==> src/rtl/serial_ha_ctrl.sv <==
// Bit-serial adder built around a single time-shared half-adder: two phases per bit, LSB first.
// Optional carry-in port is enabled by defining SERIAL_HA_CIN_EN.
module serial_ha_ctrl #(
  parameter int WIDTH = 4
) (
  input  logic             clk,
  input  logic             rst,
  input  logic             start,
  input  logic [WIDTH-1:0] a,
  input  logic [WIDTH-1:0] b,
`ifdef SERIAL_HA_CIN_EN
  input  logic             cin,
`endif
  output logic             busy,
  output logic             done,
  output logic [WIDTH-1:0] sum,
  output logic             cout
);

  localparam int IDX_W = (WIDTH > 2) ? $clog2(WIDTH) : 1;

  typedef enum logic [1:0] {
    IDLE,
    PH1,
    PH2,
    DONE
  } state_t;

  state_t           state;
  state_t           state_nxt;

  logic [WIDTH-1:0] a_sr;
  logic [WIDTH-1:0] b_sr;
  logic [WIDTH-1:0] res_sr;
  logic [IDX_W-1:0] idx;
  logic             carry;
  logic             s1;
  logic             c1;

  logic             ha_x;
  logic             ha_y;
  logic             ha_s;
  logic             ha_c;
  logic             last_bit;
  logic             cin_load;
  logic [WIDTH-1:0] res_nxt;
  logic             carry_nxt;

`ifdef SERIAL_HA_CIN_EN
  assign cin_load = cin;
`else
  assign cin_load = 1'b0;
`endif

  assign last_bit  = (idx == IDX_W'(WIDTH - 1));
  assign res_nxt   = {ha_s, res_sr[WIDTH-1:1]};
  assign carry_nxt = c1 | ha_c;

  // The one and only adder cell; its operands are steered by the phase.
  always_comb begin
    // NOTE: every output of a combinational block gets a default first, so no path can infer a latch.
    ha_x = 1'b0;
    ha_y = 1'b0;
    case (state)
      PH1: begin
        ha_x = a_sr[0];
        ha_y = b_sr[0];
      end
      PH2: begin
        ha_x = s1;
        ha_y = carry;
      end
      default: ;
    endcase
    ha_s = ha_x ^ ha_y;
    ha_c = ha_x & ha_y;
  end

  always_ff @(posedge clk) begin
    // NOTE: sequential state uses non-blocking assignments so every register samples pre-edge values.
    if (rst) state <= IDLE;
    else     state <= state_nxt;
  end

  always_comb begin
    state_nxt = state;
    busy      = 1'b1;
    done      = 1'b0;
    case (state)
      IDLE: begin
        busy = 1'b0;
        if (start) state_nxt = PH1;
      end
      PH1:  state_nxt = PH2;
      PH2:  state_nxt = last_bit ? DONE : PH1;
      DONE: begin
        done      = 1'b1;
        state_nxt = IDLE;
      end
      default: state_nxt = IDLE;
    endcase
  end

  always_ff @(posedge clk) begin
    if (rst) begin
      // NOTE: a reset mid-operation must discard everything, so every datapath register is cleared, not just the FSM.
      a_sr   <= '0;
      b_sr   <= '0;
      res_sr <= '0;
      idx    <= '0;
      carry  <= 1'b0;
      s1     <= 1'b0;
      c1     <= 1'b0;
      sum    <= '0;
      cout   <= 1'b0;
    end else begin
      case (state)
        IDLE: begin
          if (start) begin
            a_sr   <= a;
            b_sr   <= b;
            res_sr <= '0;
            carry  <= cin_load;
            idx    <= '0;
          end
        end
        PH1: begin
          s1 <= ha_s;
          c1 <= ha_c;
        end
        PH2: begin
          res_sr <= res_nxt;
          carry  <= carry_nxt;
          a_sr   <= a_sr >> 1;
          b_sr   <= b_sr >> 1;
          // Outputs are only published once the final bit is in, never partially.
          if (last_bit) begin
            sum  <= res_nxt;
            cout <= carry_nxt;
          end else begin
            idx <= idx + IDX_W'(1);
          end
        end
        default: ;
      endcase
    end
  end

endmodule
==> config.mk <==
export PLATFORM = sky130hd
export DESIGN_NAME = serial_ha_ctrl
export DESIGN_NICKNAME = d
export VERILOG_FILES = /design/src/rtl/serial_ha_ctrl.sv
export SDC_FILE = /design/constraint.sdc
export NUM_CORES = 1
export LEC_CHECK = 0
export CAP_MARGIN = 20
export CORE_MARGIN = 4
export CORE_UTILIZATION = 35
export CTS_CLUSTER_DIAMETER = 80
export DETAILED_ROUTE_END_ITERATION = 7
export HOLD_SLACK_MARGIN = 0.02
export PLACE_DENSITY = 0.66
export SYNTH_ARGS = -nofsm -noshare
export SYNTH_HDL_FRONTEND = slang
export SYNTH_SLANG_ARGS = --single-unit
==> constraint.sdc <==
create_clock -name clk -period 5 [get_ports clk]
set_clock_uncertainty 0.1 [all_clocks]
set_input_delay 0.5 -clock clk [delete_from_list [all_inputs] [get_ports clk]]
set_output_delay 0.5 -clock clk [all_outputs]
set_load 0.005 [all_outputs]
==> results_dict.tcl <==
set metrics [dict create \
    core_sq_um 2810 \
    fin_tns_setup_ns 0 \
    relSlewSlack_pct 43.1 \
    multi_input_area_sq_um 552 \
    final_area_sq_um 1260 \
    dr_total_vias 839 \
    tightest_slew_ns 0.851 \
    path_delay_family "adder cells" \
    die_w_microns 62.5 \
    syn_to_final_growth_pct 21.0 \
    arrival_ns 2.44 \
    critPathBufInv 1 \
    clock_sinks 23 \
    vdd_drop_max_uv 149 \
    drtPass1Iterations 4 \
    endpoint_kind "flip-flop" \
    syn_area_sq_um 1040 \
    grt_overflow 0 \
    post-dp-hpwl_microns 1510 \
    ctsResizeCount 0 \
    drive_above_1_share_pct 3.79 \
    syn_area_per_cell_sq_um 9.05 \
    nFillCells 301 \
    power.density_nw_per_um2 301 \
    cts_hold_buf 0 \
    seqPwrFrac_pct 54.2 \
    required_ns 5.14 \
    crit_fanout 15 \
    yosys_warnings 0 \
    combPwrFrac_pct 22.4 \
    max_stage_delay_ns 0.56 \
    leakagePower_nw 0.455 \
    routed_via_density 5.15 \
    grt_first_pass_wirelength_microns 3700 \
    cts_root_buffer "clkbuf_4" \
    regArea_sq_um 460 \
    final_nets 152 \
    antenna_found_initial 0 \
    rsz0062_at_grt "no" \
    synth_seq_area_share_pct 44.2 \
    async_flop_share_pct 0 \
    drv_slew 0 \
    swShare_pct 29.9 \
    numCtsBuffers 3 \
    start_util_pct 37.1 \
    synth_cell_types 23 \
    drv_cap 0 \
    finalHoldViolCount 0 \
    synth_cells 115 \
    crit_path_start_kind "flip-flop" \
    utilization_pct 44.9 \
    h-tree-depth 1 \
    routabilityCongestion 0.733 \
    p_sw_w 0.000113 \
    post-cts-setup-buffer-count 0 \
    synthFlopType "dfxtp_1" \
    die_y_microns 62.5 \
    synth_fp_nets 134 \
    grt_max_degree 24 \
    fin_crit_ns 2.30 \
    synth_edf_count 0 \
    drtAntennaViolNets 0 \
    fp-row-count 19 \
    hold_class "reg2reg" \
    ys_ff_latch 23 \
    drtIter0Drc 10 \
    fin_crit_sh_pct 46.1 \
    path_cells "inv_1, ha_1, mux2i_1, or4b_1, a21oi_1" \
    clock_latency_ns 0.31 \
    grt_pass1_vias 850 \
    fmax_mhz 434 \
    grt_usage_pct 11.7 \
    dpl_cell_area_sq_um 1230 \
    cts_tree "yes" \
    drc 0 \
    clk_path_buf_depth 2 \
    p_int_w 0.000266 \
    worst_path_max_delay_cell "ha_1" \
    n_antenna_cell 0 \
    die_area_sq_um 3910 \
    critical_path_class "reg2reg" \
    io_pins 18 \
    finalSetupViolations 0 \
    avgRoutedWirePerCell_microns 12.7 \
    status "finished clean" \
    p_clk_share_pct 23.3 \
    io_buffers 17 \
    wirelength_microns 2080 \
    clk_pin_slew_ns 0.12 \
]
-- logic make-up (layout without fill, tap and decap cells) --
logic type,Yosys count,count (layout),synth area share (%)
AO/OA/AOI/OAI,26,26,15.1
buffers and inverters,7,24,2.76
adder cells (fa/ha/maj),8,8,9.62
AND/OR/NAND/NOR,41,41,18.5
flip-flops,23,23,44.2
multiplexers,10,10,9.74
-- flip-flops by register name, indices dropped and copies added, names as in the netlist --
register / count
s1: 1
carry: 1
state: 2
cout: 1
a_sr: 4
idx: 2
b_sr: 4
res_sr: 3
c1: 1
sum: 4
-- worst paths after layout --
path | from | to | depth (start not counted) | slack (ns)
max | state[0] | idx[0] | 5 | 2.70
min | b_sr[3] | b_sr[3] | 2 | 0.36
max reg2reg | state[0] | idx[0] | 5 | 2.70
min reg2reg | b_sr[3] | b_sr[3] | 2 | 0.36
-- cells in the mapped netlist, types with 3 or more instances --
| master | instances | area, sq um |
|---|---|---|
| a211oi_1 | 7 | 52.6 |
| mux2i_1 | 9 | 90.1 |
| inv_1 | 3 | 11.3 |
| a21oi_1 | 13 | 65.1 |
| dfxtp_1 | 23 | 460 |
| nand3_1 | 4 | 20.0 |
| ha_1 | 8 | 100 |
| nand2_1 | 15 | 56.3 |
| nor2_1 | 11 | 41.3 |
-- cell type report --
type	instances	share of cell area (%)
flip-flops and latches	23	36.5
clock buffers	3	1.79
inverters	3	0.894
clock inverters	1	0.397
repair buffers	17	13.5
multi-input cells	85	43.8
well taps	31	3.08
-- stage by stage --
step                power [W]  hold slack [ns]  setup slack, ns  std cells
global route         0.000401            0.378             2.47        163
floorplan            0.000268            0.332             3.21        115
CTS                  0.000382            0.366             2.64        163
finish               0.000379            0.361             2.70        163
detailed placement   0.000296            0.350             2.68        159
global placement     0.000291            0.346             2.77        159
-- placed cells by master, fill, tap and decap left out, types with 2 or more instances in the layout --
cell	n
a22oi_1	2
dfxtp_1	23
clkbuf_4	3
nor2b_1	2
nand3b_1	2
inv_1	3
and2_1	2
mux2i_1	9
clkdlybuf4s50_1	17
a21oi_1	13
o21ai_0	2
nand2_1	15
nor3_1	2
a211oi_1	7
ha_1	8
nor2_1	11
nand3_1	4
-- tightest hold or removal path: stages (launching register included) --
cell and delay, ns:
dfxtp_1 0.33, nand2_1 0.05, a21oi_1 0.05
-- layer usage --
metal | vias up | global-route usage, % | wire (microns)
met5 | - | 0 | 0
met3 | 5 | 2.88 | 60
met4 | 0 | 4.96 | 40
met1 | 381 | 14.1 | 985
li1 | 438 | - | -
met2 | 15 | 19.6 | 991
-- power by group through the flow --
stage	clock (W)	combinational (W)	sequential, W
2_1_floorplan	0	0.0000608	0.000207
3_3_place_gp	0	0.0000827	0.000209
3_5_place_dp	0	0.0000859	0.000210
4_1_cts	0.0000899	0.0000865	0.000206
5_1_grt	0.0000981	0.0000957	0.000207
6_report	0.0000884	0.0000850	0.000206
No activity file was read; power rests on OpenSTA's default activity.
